`config.mk`:
```
export PLATFORM = sky130hd
export DESIGN_NAME = m_alu_exec_unit
export DESIGN_NICKNAME = d
export VERILOG_FILES = /design/src/rtl/m_alu_exec_unit.sv
export SDC_FILE = /design/constraint.sdc
export NUM_CORES = 1
export LEC_CHECK = 0
export CAP_MARGIN = 20
export CORE_UTILIZATION = 30
export CTS_CLUSTER_SIZE = 12
export DETAILED_ROUTE_END_ITERATION = 16
export GPL_ROUTABILITY_DRIVEN = 0
export GPL_TIMING_DRIVEN = 0
export SLEW_MARGIN = 10
export SYNTH_ARGS = -nofsm -noshare
export SYNTH_HDL_FRONTEND = slang
export SYNTH_SLANG_ARGS = --single-unit
```
`constraint.sdc`:
```
create_clock -name clk -period 3.65 [get_ports clk]
set_input_delay 0.73 -clock clk [delete_from_list [all_inputs] [get_ports clk]]
set_output_delay 0.73 -clock clk [all_outputs]
set_load 0.03 [all_outputs]
```
`src/rtl/m_alu_exec_unit.sv`:
```
// m_alu_exec_unit: EX-stage ALU with an iterative shift-add multiplier / restoring divider
// behind a valid/ready handshake on both sides.
module m_alu_exec_unit #(
    parameter int WIDTH = 32
) (
    input  logic             clk,
    input  logic             rst_n,
    input  logic             flush,
    input  logic             in_valid,
    output logic             in_ready,
    input  logic [1:0]       aluop,
    input  logic [5:0]       funct,
    input  logic [WIDTH-1:0] src_a,
    input  logic [WIDTH-1:0] src_b,
    output logic             out_valid,
    input  logic             out_ready,
    output logic [WIDTH-1:0] result,
    output logic [WIDTH-1:0] hi,
    output logic             zero,
    output logic             ovf,
    output logic             dbz,
    output logic             ill_op
);
    localparam logic [5:0] F_AND   = 6'b100100;
    localparam logic [5:0] F_OR    = 6'b100101;
    localparam logic [5:0] F_ADD   = 6'b100000;
    localparam logic [5:0] F_SUB   = 6'b100010;
    localparam logic [5:0] F_SLT   = 6'b101010;
    localparam logic [5:0] F_MUL   = 6'b000010;
    localparam logic [5:0] F_MULTU = 6'b011001;
    localparam logic [5:0] F_DIVU  = 6'b011011;

    typedef enum logic [1:0] {IDLE, MUL, DIV} state_t;

    state_t           state, state_nx;
    logic [WIDTH-1:0] acc_hi, acc_lo, op_b, cnt;
    logic             signed_mul, neg;
    logic             rtype, is_add, is_sub, is_and, is_or, is_slt, is_mul, is_multu, is_divu, is_ill;
    logic             accept, start_mul, start_div, div0, last, ld, sc_ovf;
    logic [WIDTH-1:0] sum_ab, dif_ab, sc_res, a_mag, b_mag;
    logic [WIDTH-1:0] mul_hi_nx, mul_lo_nx, mul_res, div_hi_nx, div_lo_nx, ld_res, ld_hi;
    logic [WIDTH:0]   mul_sum, div_t;

    assign rtype    = aluop == 2'b10;
    assign is_add   = aluop == 2'b00 || (rtype && funct == F_ADD);
    assign is_sub   = aluop == 2'b01 || (rtype && funct == F_SUB);
    assign is_and   = rtype && funct == F_AND;
    assign is_or    = rtype && funct == F_OR;
    assign is_slt   = rtype && funct == F_SLT;
    assign is_mul   = rtype && funct == F_MUL;
    assign is_multu = rtype && funct == F_MULTU;
    assign is_divu  = rtype && funct == F_DIVU;
    assign is_ill   = !(is_add || is_sub || is_and || is_or || is_slt || is_mul || is_multu || is_divu);

    assign in_ready  = state == IDLE && (!out_valid || out_ready) && !flush;
    assign accept    = in_valid && in_ready;
    assign div0      = is_divu && src_b == '0;
    assign start_mul = accept && (is_mul || is_multu);
    assign start_div = accept && is_divu && !div0;
    assign last      = cnt == WIDTH'(WIDTH - 1);

    assign sum_ab = src_a + src_b;
    assign dif_ab = src_a - src_b;
    assign a_mag  = src_a[WIDTH-1] ? -src_a : src_a;
    assign b_mag  = src_b[WIDTH-1] ? -src_b : src_b;
    assign sc_res = is_add ? sum_ab :
                    is_sub ? dif_ab :
                    is_and ? (src_a & src_b) :
                    is_or  ? (src_a | src_b) :
                    is_slt ? {{(WIDTH-1){1'b0}}, $signed(src_a) < $signed(src_b)} : '0;
    assign sc_ovf = is_add ? (src_a[WIDTH-1] == src_b[WIDTH-1] && sum_ab[WIDTH-1] != src_a[WIDTH-1]) :
                    is_sub ? (src_a[WIDTH-1] != src_b[WIDTH-1] && dif_ab[WIDTH-1] != src_a[WIDTH-1]) : 1'b0;

    // {acc_hi,acc_lo} holds partial product over multiplier; shifts right one bit per step
    assign mul_sum   = {1'b0, acc_hi} + {1'b0, op_b & {WIDTH{acc_lo[0]}}};
    assign mul_hi_nx = mul_sum[WIDTH:1];
    assign mul_lo_nx = {mul_sum[0], acc_lo[WIDTH-1:1]};
    assign mul_res   = neg ? -mul_lo_nx : mul_lo_nx;

    // acc_hi is the partial remainder, acc_lo shifts dividend bits out and quotient bits in
    assign div_t     = {acc_hi, acc_lo[WIDTH-1]} - {1'b0, op_b};
    assign div_hi_nx = div_t[WIDTH] ? {acc_hi[WIDTH-2:0], acc_lo[WIDTH-1]} : div_t[WIDTH-1:0];
    assign div_lo_nx = {acc_lo[WIDTH-2:0], !div_t[WIDTH]};

    assign ld     = state == IDLE ? accept && !start_mul && !start_div : last;
    assign ld_res = state == MUL ? mul_res : state == DIV ? div_lo_nx : div0 ? '1 : sc_res;
    assign ld_hi  = state == MUL ? (signed_mul ? '0 : mul_hi_nx) : state == DIV ? div_hi_nx : div0 ? src_a : '0;

    always_comb begin
        state_nx = flush ? IDLE : start_mul ? MUL : start_div ? DIV : (state != IDLE && last) ? IDLE : state;
    end

    always_ff @(posedge clk or negedge rst_n) begin
        if (!rst_n) state <= IDLE;
        else        state <= state_nx;
    end

    always_ff @(posedge clk or negedge rst_n) begin
        if (!rst_n) begin
            out_valid  <= 1'b0;
            result     <= '0;
            hi         <= '0;
            zero       <= 1'b0;
            ovf        <= 1'b0;
            dbz        <= 1'b0;
            ill_op     <= 1'b0;
            acc_hi     <= '0;
            acc_lo     <= '0;
            op_b       <= '0;
            cnt        <= '0;
            signed_mul <= 1'b0;
            neg        <= 1'b0;
        end else begin
            if (flush) begin
                out_valid <= 1'b0;
            end else if (ld) begin
                out_valid <= 1'b1;
                result    <= ld_res;
                hi        <= ld_hi;
                zero      <= ld_res == '0;
                ovf       <= state == IDLE && sc_ovf;
                dbz       <= state == IDLE && div0;
                ill_op    <= state == IDLE && is_ill;
            end else if (out_ready) begin
                out_valid <= 1'b0;
            end
            if (start_mul || start_div) begin
                acc_hi     <= '0;
                acc_lo     <= is_mul ? a_mag : src_a;
                op_b       <= is_mul ? b_mag : src_b;
                cnt        <= '0;
                signed_mul <= is_mul;
                neg        <= is_mul && (src_a[WIDTH-1] ^ src_b[WIDTH-1]);
            end else if (state != IDLE) begin
                acc_hi <= state == MUL ? mul_hi_nx : div_hi_nx;
                acc_lo <= state == MUL ? mul_lo_nx : div_lo_nx;
                cnt    <= cnt + WIDTH'(1);
            end
        end
    end
endmodule

```
==> impl_metrics.tcl <==
set metrics [dict create \
    outcome "complete, but fails checks" \
    violations "negative setup slack" \
    power_density_mw_per_mm2 462 \
    p_int_mw 7.36 \
    initial_core_util_pct 30.3 \
    post_dp_cell_area_mm2 0.0237 \
    netlist_area_mm2 0.0208 \
    core_area_mm2 0.0686 \
    synth_edf_count 0 \
    ir_drop_uv 334 \
    grt_max_degree 92 \
    firstDrtPassIters 6 \
    dr.first_iter.drc_count 3099 \
    setup_ws_ns -0.509 \
    netSwitchingFraction_pct 43.0 \
    combPwrFrac_pct 55.8 \
    async_reset_ff_share_pct 100 \
    pre_cts_ws_ns -2.41 \
    cts_made_buffers 23 \
    dieArea_mm2 0.0704 \
    total_power_mw 12.9 \
    cp.arrival_ns 4.64 \
    grt_pass1_wl_um 144000 \
    port_buffers 145 \
    yosysWarnings 0 \
    drive_gt1_share_pct 21.6 \
    syn_nets 2945 \
    yosys_register_bits 201 \
    drv_cap 0 \
    wl_per_cell_um 25.5 \
    synthCells 2700 \
    area_growth_pct 34.4 \
    antenna_left 0 \
    hp-class "input pin to asynchronous set/reset pin" \
    synth_cell_types 93 \
    clockBufferDepth 3 \
    grtUsageTotal_pct 27.3 \
    worstSetupPathType "flip-flop to flip-flop" \
    fin_crit_sh_pct 114 \
    leakagePower_nw 11.3 \
    die_w_um 265 \
    avgSynthCellArea_um2 7.70 \
    rsz0062_at_grt "true" \
    io_pins 147 \
    fin_area_mm2 0.0280 \
    clockPowerShare_pct 19.7 \
    dp_hpwl_um 77400 \
    slew_headroom_pct 24.5 \
    n_fill_cell 6823 \
    cts_tree "built" \
    rows 96 \
    final-seq-area_mm2 0.00503 \
    drcViolationCount 0 \
    tightest_slew_ns 1.13 \
    cp_max_fo 5 \
    clk-insertion-delay-late_ns 0.55 \
    seqPwrFrac_pct 24.5 \
    finalWirelength_um 101000 \
    start_kind "flip-flop" \
    ys_seq_area_share_pct 24.2 \
    cp_data_required_time_ns 4.13 \
    min_period_ns 4.16 \
    final_nets 3240 \
    vias_per_cell 6.07 \
    antenna_found_initial 2 \
    cts_hold_buf 0 \
    multi_input_area_mm2 0.0167 \
    vias 23900 \
    clockRootBuffer "clkbuf_16" \
    fin_util_pct 40.8 \
    synth_ff_type "dfrtp_1" \
    fin_worst_skew_ns 0.0185 \
    cts.sinks 201 \
    overflow 0 \
    slew_viol_final 0 \
    setup_viol 78 \
    hold_viol 0 \
    worstSetupEndpointType "flip-flop" \
    p_sw_mw 5.55 \
    fmax_mhz 240 \
    grt_pass1_vias 21900 \
    h-tree-depth 1 \
    die_h_um 265 \
    path_clk_slew_ns 0.06 \
]
==> sequential cells by signal (all words and copies together) (netlist names), 2 cells and up <==
register / cells
hi: 32
acc_hi: 32
op_b: 32
result: 32
cnt: 32
acc_lo: 32
state: 2
==> logic make-up (layout without fill, tap and decap cells) <==
kind of cell	count (synthesis)	in the layout	share of synthesized area (%)
fa+ha+maj	168	168	10.3
buf+inv	310	619	5.66
compound gates	888	888	28.2
simple gates	899	899	21.4
mux	55	55	2.76
other cells	0	3	0
xor+xnor	179	179	7.54
flops	201	201	24.2
==> critical path, stage by stage (launching register included) <==
cell and delay, ns:
dfrtp_1 0.45, inv_1 0.21, ha_1 0.23, nor4b_2 0.38, nand3_2 0.21, o21ai_2 0.20, xnor2_1 0.15, a2111oi_0 0.49
mux2i_1 0.21, a32oi_1 0.25, nand4b_1 0.16, or3b_4 0.44, or4_4 0.42, nor3_2 0.12, a32o_2 0.17
==> layout make-up <==
cell class	count	area share, %
inverters	157	2.35
diodes	3	0.0269
plain buffers	138	2.97
well taps	931	4.17
repair buffers	285	9.88
clock buffers	31	2.31
multi-input cells	2189	59.8
clock inverters	8	0.524
flip-flops and latches	201	18.0
==> repair_timing <==
| item | CTS | global route |
|---|---|---|
| gates cloned | 1 | 3 |
| resized for setup | 579 | 322 |
| pin swaps | 98 | 103 |
| endpoints found under the hold margin | 0 | 0 |
| setup endpoints to repair | 198 | 195 |
| buffers inserted | 92 | 39 |
==> layout by cell type, fill, tap and decap left out, types with 46 or more instances in the layout <==
cell type	count
and2_1	52
a211oi_1	46
nand3_1	52
a21oi_1	173
clkbuf_1	61
buf_4	119
ha_1	130
inv_1	121
dfrtp_1	198
xnor2_1	119
o21ai_0	153
clkdlybuf4s50_1	84
xor2_1	59
nand2_1	266
nor2_1	195
nor3_1	56
==> metrics by stage <==
stage                      TNS, ns  hold slack, ns  std cells
final                       -14.15          0.0282       3943
after detailed placement   -343.25           0.457       3783
after global routing        -17.99          0.0443       3940
after floorplan             -0.428           0.434       2700
after global placement    -1752.12           0.454       3776
after CTS                   -14.14          0.0310       3902
==> layer usage <==
metal | track usage [%] | wire length [um] | vias to the layer above
li1 | - | - | 10500
met1 | 35.2 | 39300 | 11500
met2 | 41.3 | 42800 | 1616
met3 | 6.65 | 11700 | 398
met4 | 15.8 | 6730 | 2
met5 | 0 | 11 | -
==> power groups by stage <==
| stage | registers, mW | logic (mW) | clock network, mW |
|---|---|---|---|
| floorplan | 3.27 | 3.50 | 0 |
| global placement | 3.15 | 5.33 | 0 |
| detailed placement | 3.15 | 5.37 | 0 |
| CTS | 3.13 | 6.16 | 2.55 |
| global route | 3.22 | 7.62 | 2.63 |
| finish | 3.17 | 7.20 | 2.54 |
==> path summary, 6_finish.rpt <==
| check | startpoint | slack (ns) | endpoint | depth (start not counted) |
|---|---|---|---|---|
| max in group asynchronous | rst_n | 2.39 | result[0]$_DFFE_PN0P_ | 3 |
| min in group clk | result[28]$_DFFE_PN0P_ | 0.46 | result[28]$_DFFE_PN0P_ | 2 |
| setup / recovery | acc_lo[1]$_DFFE_PN0P_ | -0.51 | zero$_DFFE_PN0P_ | 14 |
| setup reg to reg | acc_lo[1]$_DFFE_PN0P_ | -0.51 | zero$_DFFE_PN0P_ | 14 |
| hold / removal | rst_n | 0.03 | hi[12]$_DFFE_PN0P_ | 1 |
| hold reg to reg | result[28]$_DFFE_PN0P_ | 0.46 | result[28]$_DFFE_PN0P_ | 2 |
==> Yosys cell counts (all sizes together), types with 54 or more instances <==
| library cell | number | area share [%] |
|---|---|---|
| a211oi | 55 | 2.0 |
| a21oi | 215 | 5.2 |
| and2 | 54 | 1.6 |
| clkbuf | 129 | 2.3 |
| dfrtp | 201 | 24 |
| ha | 164 | 9.9 |
| inv | 157 | 2.8 |
| nand2 | 276 | 5.0 |
| nand3 | 61 | 1.5 |
| nor2 | 204 | 3.7 |
| nor3 | 65 | 1.6 |
| o21ai | 199 | 4.8 |
| xnor2 | 120 | 5.1 |
| xor2 | 59 | 2.5 |
Note: power is estimated with default switching activity, not from simulation.
